==> config.mk <==
export PLATFORM = sky130hd
export DESIGN_NAME = opsum_collector
export DESIGN_NICKNAME = d
export VERILOG_FILES = /design/src/rtl/opsum_collector.sv
export SDC_FILE = /design/constraint.sdc
export NUM_CORES = 1
export LEC_CHECK = 0
export CAP_MARGIN = 40
export CORE_MARGIN = 2
export CORE_UTILIZATION = 40
export CTS_BUF_LIST = sky130_fd_sc_hd__clkbuf_8
export DETAILED_ROUTE_END_ITERATION = 8
export PLACE_DENSITY = 0.65
export SYNTH_ARGS = -nofsm -noshare
export SYNTH_HDL_FRONTEND = slang
export SYNTH_SLANG_ARGS = --single-unit
==> constraint.sdc <==
create_clock -name clk -period 4.02 [get_ports clk]
set_input_delay 0.804 -clock clk [delete_from_list [all_inputs] [get_ports clk]]
set_output_delay 0.804 -clock clk [all_outputs]
set_load 0.005 [all_outputs]
==> src/rtl/opsum_collector.sv <==
// Opsum collector: buffers a PE opsum stream, packs PACK_NUM psums per word and writes
// them to the GLB from a configured base address. Define OPSUM_RELU_EN to clamp negatives to 0.
module opsum_collector #(
   parameter int PSUM_DATA_SIZE = 8,
   parameter int OPSUM_NUM      = 1,
   parameter int PACK_NUM       = 4,
   parameter int FIFO_DEPTH     = 8,
   parameter int ADDR_BIT       = 16,
   parameter int LEN_BIT        = 12
) (
   input  logic                                 clk,
   input  logic                                 rst,
   input  logic                                 enable,
   input  logic [OPSUM_NUM*PSUM_DATA_SIZE:0]    opsum_in,
   output logic                                 opsum_ready,
   input  logic                                 set_info,
   input  logic [ADDR_BIT-1:0]                  cfg_base_addr,
   input  logic [LEN_BIT-1:0]                   cfg_len,
   output logic [PACK_NUM*PSUM_DATA_SIZE-1:0]   glb_wdata,
   output logic [ADDR_BIT-1:0]                  glb_waddr,
   output logic                                 glb_wvalid,
   input  logic                                 glb_wready,
   output logic                                 busy,
   output logic                                 done
);
   localparam int IN_W   = OPSUM_NUM * PSUM_DATA_SIZE;
   localparam int PTR_W  = $clog2(FIFO_DEPTH);
   localparam int LANE_W = (PACK_NUM > 1) ? $clog2(PACK_NUM) : 1;
   localparam int WORD_W = PACK_NUM * PSUM_DATA_SIZE;

   typedef enum logic [1:0] {IDLE, RUN, FLUSH, DONE} state_t;

   state_t                    state_q, state_d;
   logic [LEN_BIT-1:0]        len_q, len_d;
   logic [LEN_BIT-1:0]        recv_cnt_q, recv_cnt_d;
   logic [LEN_BIT-1:0]        pop_cnt_q, pop_cnt_d;
   logic [PTR_W:0]            wr_ptr_q, wr_ptr_d;
   logic [PTR_W:0]            rd_ptr_q, rd_ptr_d;
   logic [LANE_W-1:0]         lane_idx_q, lane_idx_d;
   logic [WORD_W-1:0]         pack_q, pack_d;
   logic [WORD_W-1:0]         wdata_q, wdata_d;
   logic [ADDR_BIT-1:0]       waddr_q, waddr_d;
   logic                      wvalid_q, wvalid_d;
   logic [PSUM_DATA_SIZE-1:0] fifo_mem_q [FIFO_DEPTH];

   logic                      fifo_full, fifo_empty, push, pop, last_pop, fill_done, wr_hs;
   logic [PSUM_DATA_SIZE-1:0] pop_data;
   logic [WORD_W-1:0]         pack_next;

   function automatic logic [PSUM_DATA_SIZE-1:0] clip_psum(input logic [PSUM_DATA_SIZE-1:0] v);
`ifdef OPSUM_RELU_EN
      clip_psum = v[PSUM_DATA_SIZE-1] ? '0 : v;
`else
      clip_psum = v;
`endif
   endfunction

   assign fifo_empty  = (wr_ptr_q == rd_ptr_q);
   assign fifo_full   = (wr_ptr_q[PTR_W] != rd_ptr_q[PTR_W]) &&
                        (wr_ptr_q[PTR_W-1:0] == rd_ptr_q[PTR_W-1:0]);
   assign opsum_ready = enable && (state_q == RUN) && !fifo_full && (recv_cnt_q < len_q);
   assign push        = opsum_in[IN_W] && opsum_ready;
   // A pending GLB word blocks popping, so the FIFO soaks up write backpressure.
   assign pop         = !fifo_empty && enable && !wvalid_q;
   assign pop_data    = clip_psum(fifo_mem_q[rd_ptr_q[PTR_W-1:0]]);
   assign last_pop    = ((pop_cnt_q + 1'b1) == len_q);
   assign fill_done   = pop && ((lane_idx_q == LANE_W'(PACK_NUM - 1)) || last_pop);
   assign wr_hs       = wvalid_q && glb_wready;

   assign glb_wdata  = wdata_q;
   assign glb_waddr  = waddr_q;
   assign glb_wvalid = wvalid_q;
   assign busy       = (state_q == RUN) || (state_q == FLUSH);
   assign done       = (state_q == DONE);

   always_comb begin
      pack_next = pack_q;
      pack_next[lane_idx_q*PSUM_DATA_SIZE +: PSUM_DATA_SIZE] = pop_data;
   end

   always_comb begin
      state_d    = state_q;
      len_d      = len_q;
      recv_cnt_d = recv_cnt_q;
      pop_cnt_d  = pop_cnt_q;
      wr_ptr_d   = wr_ptr_q;
      rd_ptr_d   = rd_ptr_q;
      lane_idx_d = lane_idx_q;
      pack_d     = pack_q;
      wdata_d    = wdata_q;
      waddr_d    = waddr_q;
      wvalid_d   = wvalid_q;

      if (push) begin
         wr_ptr_d   = wr_ptr_q + 1'b1;
         recv_cnt_d = recv_cnt_q + 1'b1;
      end
      if (pop) begin
         rd_ptr_d  = rd_ptr_q + 1'b1;
         pop_cnt_d = pop_cnt_q + 1'b1;
         if (fill_done) begin
            wdata_d    = pack_next;
            wvalid_d   = 1'b1;
            pack_d     = '0;
            lane_idx_d = '0;
         end else begin
            pack_d     = pack_next;
            lane_idx_d = lane_idx_q + 1'b1;
         end
      end
      if (wr_hs) begin
         wvalid_d = 1'b0;
         waddr_d  = waddr_q + 1'b1;
      end

      case (state_q)
         IDLE: begin
            if (set_info && (cfg_len != '0)) begin
               len_d      = cfg_len;
               waddr_d    = cfg_base_addr;
               recv_cnt_d = '0;
               pop_cnt_d  = '0;
               lane_idx_d = '0;
               pack_d     = '0;
               state_d    = RUN;
            end
         end
         RUN:   if (enable && (recv_cnt_q == len_q)) state_d = FLUSH;
         FLUSH: if (wr_hs && (pop_cnt_q == len_q)) state_d = DONE;
         DONE:  state_d = IDLE;
         default: state_d = IDLE;
      endcase
   end

   always_ff @(posedge clk) begin
      if (rst) begin
         state_q    <= IDLE;
         len_q      <= '0;
         recv_cnt_q <= '0;
         pop_cnt_q  <= '0;
         wr_ptr_q   <= '0;
         rd_ptr_q   <= '0;
         lane_idx_q <= '0;
         pack_q     <= '0;
         wdata_q    <= '0;
         waddr_q    <= '0;
         wvalid_q   <= 1'b0;
      end else begin
         state_q    <= state_d;
         len_q      <= len_d;
         recv_cnt_q <= recv_cnt_d;
         pop_cnt_q  <= pop_cnt_d;
         wr_ptr_q   <= wr_ptr_d;
         rd_ptr_q   <= rd_ptr_d;
         lane_idx_q <= lane_idx_d;
         pack_q     <= pack_d;
         wdata_q    <= wdata_d;
         waddr_q    <= waddr_d;
         wvalid_q   <= wvalid_d;
      end
   end

   always_ff @(posedge clk) begin
      if (push) fifo_mem_q[wr_ptr_q[PTR_W-1:0]] <= opsum_in[IN_W-1:0];
   end
endmodule
Word-level counts from Yosys, hierarchy flattened
Memories as Yosys holds them, arrays and structs flattened. A register that Yosys moved wholly into a read port is not among the register bits.
Index checks and enable logic that the tools add are counted.
{"block": "word_totals", "out_inout_bits": 52, "regBits": 129, "elab_cells": 84, "in_bits": 42, "memories": 1, "ram_bits": 64}
{"block": "op_classes", "add_sub_neg": 7, "shifts": 2, "order_cmp": 1, "n_reduce_logical": 23, "n_mux": 26, "eq_ne": 13}
{"memory": "fifo_mem_q", "words": 8, "width": 8, "read_ports": 1, "rd_clocked_by_memory_dff": 1, "wr": 1, "line_no": "44", "text": "logic [PSUM_DATA_SIZE-1:0] fifo_mem_q [FIFO_DEPTH];"}
{"cell": "two-way mux 32 bit", "n": 4}
{"cell": "two-way mux 12 bit", "n": 6}
{"cell": "two-way mux 16 bit", "n": 3}
{"cell": "equality test 12 bit", "n": 3}
{"cell": "negator 5 -> 34 bit", "n": 1}
{"cell": "variable shift 8 x 34 -> 32 bit, first input constant", "n": 1}
{"cell": "indexed part select 8 x 34 -> 32 bit", "n": 1}
{"cell": "bitwise mux 32 bit", "n": 1}
{"cell": "adder 12 x 1 -> 12 bit, second input constant", "n": 2}
{"cell": "adder 16 x 1 -> 16 bit, second input constant", "n": 1}
{"cell": "two-way mux 2 bit", "n": 7}
{"cell": "logical AND 1 bit", "n": 12}
{"cell": "< comparator 12 bit", "n": 1}
{"cell": "nonzero test 12 bit", "n": 1}
{"cell": "adder 4 x 1 -> 4 bit, second input constant", "n": 2}
{"cell": "case mux 2 bit (4 select lines)", "n": 1}
{"cell": "equality test 2 bit, second input constant", "n": 3}
{"cell": "two-way mux 3 bit", "n": 2}
{"cell": "equality test 4 bit", "n": 1}
{"cell": "inequality test 2 x 1 -> 1 bit, second input constant", "n": 2}
{"cell": "AND reduction 2 bit", "n": 2}
{"cell": "equality test 3 bit", "n": 1}
{"cell": "logical NOT 1 bit", "n": 3}
{"cell": "AND reduction 3 bit", "n": 1}
{"cell": "8 further kinds", "n": 10}

Depth between registers and ports, before layout
{"block": "depth", "depth_word": 9, "depth_mapped": 10, "ltp_nobuf": 9}

Worst setup path after synthesis
Ideal clock, no wire load.
{"block": "synth_path", "kind": "register -> register", "startpoint": "register len_q[1]", "endpoint": "memory fifo_mem_q[2][0] (enable)", "period_less_slack_ps": 3332, "arrival_time_ps": 2935, "path_buffers": 1, "stages_incl_launch_ff": 10, "setup_slack_ps": 688, "path_cell_list": "dfxtp_1 > inv_1 > ha_1 > nor2b_1 > o21a_1 > o21a_1 > o21a_1 > or3_1 > clkbuf_1 > nor4b_1"}
{"block": "synth_between", "elab_chain_cells": 5}
{"element": "start, declared", "line_no": "34", "text": "logic [LEN_BIT-1:0] len_q, len_d;"}
{"element": "start signal, assigned", "line_no": "150", "text": "len_q <= len_d;"}
{"element": "< comparator 12 bit", "line_no": "61", "text": "assign opsum_ready = enable && (state_q == RUN) && !fifo_full && (recv_cnt_q < len_q);"}
{"element": "logical AND 1 bit", "line_no": "61"}
{"element": "logical AND 1 bit", "line_no": "62", "text": "assign push = opsum_in[IN_W] && opsum_ready;"}
{"element": "two-way mux 1 bit", "line_no": "164", "text": "if (push) fifo_mem_q[wr_ptr_q[PTR_W-1:0]] <= opsum_in[IN_W-1:0];"}
{"element": "two-way mux 1 bit (implied by the code)", "line_no": "164"}
{"element": "end, declared", "line_no": "44"}
No other way between the ends.

Final worst setup path
{"block": "layout_path", "startpoint": "register len_q[1]", "endpoint": "output opsum_ready"}
{"block": "layout_between", "elab_chain_cells": 2}
{"element": "< comparator 12 bit", "line_no": "61"}
{"element": "logical AND 1 bit", "line_no": "61"}
{"element": "end, declared", "line_no": "15", "text": "output logic opsum_ready,"}
No other way between the ends.

==> impl_metrics.env <==
export IMPL_status="finished clean"
export IMPL_numCtsBuffers=17
export IMPL_wl_mm=20.3
export IMPL_synth_top_flop_cell="dfxtp_1"
export IMPL_grt_util_all_layers_pct=17.4
export IMPL_hold_path_class="register to register"
export IMPL_fin_area_um2=10600
export IMPL_grt_pass1_vias=6322
export IMPL_synthXorXnorAreaFrac_pct=5.24
export IMPL_cts_tree="yes"
export IMPL_ant_nets=0
export IMPL_max_slew_margin_pct=44.3
export IMPL_dpl_hpwl_mm=13.7
export IMPL_core_um2=22000
export IMPL_place_inst=1220
export IMPL_slowest_stage="clkdlybuf4s50_1"
export IMPL_ys_warn_count=0
export IMPL_grt_pass1_wl_mm=33.1
export IMPL_fp_dieW_um=154
export IMPL_vias=6701
export IMPL_placed_area_um2=10200
export IMPL_syn_cell_area_um2=8980
export IMPL_fp_dieArea_um2=23700
export IMPL_muxShareOfSynthArea_pct=7.91
export IMPL_skew_ps=15.9
export IMPL_path_class="register to output pin"
export IMPL_report_final_slew_viol_count=0
export IMPL_endpoint_kind="output pin"
export IMPL_netlist_instances=880
export IMPL_period_share_pct=93.1
export IMPL_peakVddDrop_mv=0.213
export IMPL_io_pins=94
export IMPL_start_util_pct=40.9
export IMPL_gp_congestion=0.783
export IMPL_finalNonFillerCells=1252
export IMPL_async_flop_share_pct=0
export IMPL_syn2layout_area_growth_pct=18.3
export IMPL_synth_compound_area_share_pct=11.5
export IMPL_clockRootBuffer="clkbuf_8"
export IMPL_worst_slew_pin_slew_ps=812
export IMPL_clock_latency_ps=470
export IMPL_hold_viol_final=0
export IMPL_synth_fa_ha_area_share_pct=3.76
export IMPL_path_max_fanout=6
export IMPL_cp_arrival_ps=2940
export IMPL_drv_cap=0
export IMPL_port_buffers=93
export IMPL_ys_types=58
export IMPL_hold_buffers=0
export IMPL_final_layout_size_suffix_gt1_share_pct=8.23
export IMPL_firstDrtPassIters=5
export IMPL_cp_common_cell="o21a_1"
export IMPL_path_buf_inv=3
export IMPL_post_cts_buffers=0
export IMPL_cts_repair_resized=0
export IMPL_crit_chain="inv_1 -> ha_1 -> nor2b_1 -> o21a_1 -> o21a_1 -> o21a_1 -> or3_1 -> inv_1 -> clkdlybuf4s50_1"
export IMPL_grt_max_degree=61
export IMPL_clkSlewWorstSetupHoldPaths_ps=100
export IMPL_grt_antenna_before_repair=0
export IMPL_setup_violations=0
export IMPL_start_kind="register"
export IMPL_power_total_mw=4.60
export IMPL_synth_top_family_by_area="simple AND/OR/NAND/NOR gates"
export IMPL_die_h_um=154
export IMPL_post_drt_via_cell_ratio=5.35
export IMPL_htree_levels=4
export IMPL_synth_seq_cells=196
export IMPL_max_freq_ghz=0.267
export IMPL_max_stage_delay_ps=500
export IMPL_synth_avg_cell_area_um2=10.2
export IMPL_required_ps=3220
export IMPL_rows=54
export IMPL_fin_nets=1028
export IMPL_diodes=0
export IMPL_critPathTopFamily="buffers and inverters"
export IMPL_synth_seq_area_share_pct=50.8
export IMPL_p_leak_nw=3.74
export IMPL_drc=0
export IMPL_synth_simple_area_share_pct=16.4
export IMPL_gr_total_overflow=0
export IMPL_cts_sinks=196
export IMPL_cts_buffer_depth=2
export IMPL_synth_edf_count=64
export IMPL_rsz0062_at_grt="no"
export IMPL_fin_tns_setup_ps=0
export IMPL_period_needed_ps=3740
export IMPL_drtIter0Drc=505
export IMPL_power_density_nw_per_um2=433
export IMPL_synth_fp_nets=949
export IMPL_wl_per_cell_um=16.2
cell families (layout without fill, tap and decap cells):
kind of cell	Yosys count	in the layout
and+or+nand+nor	304	304
DFF	196	196
AOI/OAI and AO/OA	152	152
buffers and inverters	98	190
xor gates and xnor gates	52	52
muxes	51	51
adders and majority gates	27	27
cells in the mapped netlist (11+ instances only):
library cell	instances	area, um2
clkbuf_1	36	135
edfxtp_1	64	1920
nor2_1	112	420
o22ai_1	24	150
xor2_1	22	193
nor3_1	16	80.1
a21oi_1	47	235
nand3_1	29	145
inv_1	45	169
dfxtp_1	132	2640
a32oi_1	25	219
nand2_1	61	229
mux2i_1	35	350
ha_1	27	338
nand4_1	11	68.8
xnor2_1	28	245
and3_1	19	119
mux4_2	16	360
nor4_1	11	68.8
a211oi_1	16	120
or4_1	14	105
cells in the final DEF (no fill, tap or decap), types with 11 or more instances in the layout:
cell,instances
a211oi_1,16
a21oi_1,47
a32oi_1,25
and3_1,19
buf_4,19
clkbuf_8,17
clkdlybuf4s50_1,92
dfxtp_1,132
edfxtp_1,64
ha_1,27
inv_1,45
mux2i_1,35
mux4_2,16
nand2_1,61
nand3_1,29
nand4_1,11
nor2_1,112
nor3_1,16
o22ai_1,24
or4_1,14
xnor2_1,28
xor2_1,22
layer usage:
metal | up-vias | global-route usage (%) | share of wire (%) | wire length, um
met5 | - | 0 | 0 | 0
met4 | 0 | 4.32 | 1.1 | 216
met3 | 19 | 3.27 | 4.3 | 863
met2 | 142 | 28.1 | 47 | 9460
met1 | 3182 | 24.2 | 48 | 9710
li1 | 3358 | - | - | -
flip-flops by register name, indices dropped and copies added, names as in the netlist, named ones only:
| signal | count |
|---|---|
| wr_ptr_q | 4 |
| recv_cnt_q | 12 |
| len_q | 12 |
| glb_wdata | 32 |
| glb_wvalid | 1 |
| pop_cnt_q | 12 |
| glb_waddr | 16 |
| state_q | 2 |
| lane_idx_q | 2 |
| pack_q | 32 |
| rd_ptr_q | 4 |
| fifo_mem_q | 64 |
area by class of cell:
cell class                 count  area, um2
clock buffer                  17        234
clock inverter                15        188
fill                        1989      11300
inverter                      46        173
multi-input combinational    586       4050
sequential                   196       4560
tap                          280        350
timing repair buffer         112       1070
where the power goes:
part / internal (mW) / leakage [nW] / switching (mW)
registers: 2.14 / 1.64 / 0.125
clock network: 0.584 / 0.216 / 0.760
logic: 0.428 / 1.88 / 0.564
worst paths after layout:
check             slack (ps)                          to                     from  depth (start not counted)
setup / recovery         280                 opsum_ready    len_q[1]$_SDFFE_PP0P_                          9
hold reg to reg          490       pack_q[25]$_SDFF_PP0_    pack_q[25]$_SDFF_PP0_                          1
setup reg to reg        1010  glb_wdata[29]$_SDFFE_PP0P_  pop_cnt_q[0]$_SDFF_PP0_                          8
hold / removal           490       pack_q[25]$_SDFF_PP0_    pack_q[25]$_SDFF_PP0_                          1
per-stage QoR:
step	worst slack, ps	hold slack, ps	util [%]
2_1_floorplan	688	453	-
3_3_place_gp	628	465	46.5
3_5_place_dp	603	468	46.5
4_1_cts	222	489	48.4
5_1_grt	88.2	498	48.4
6_report	276	491	48.4
(Power assumes the default switching activity.)
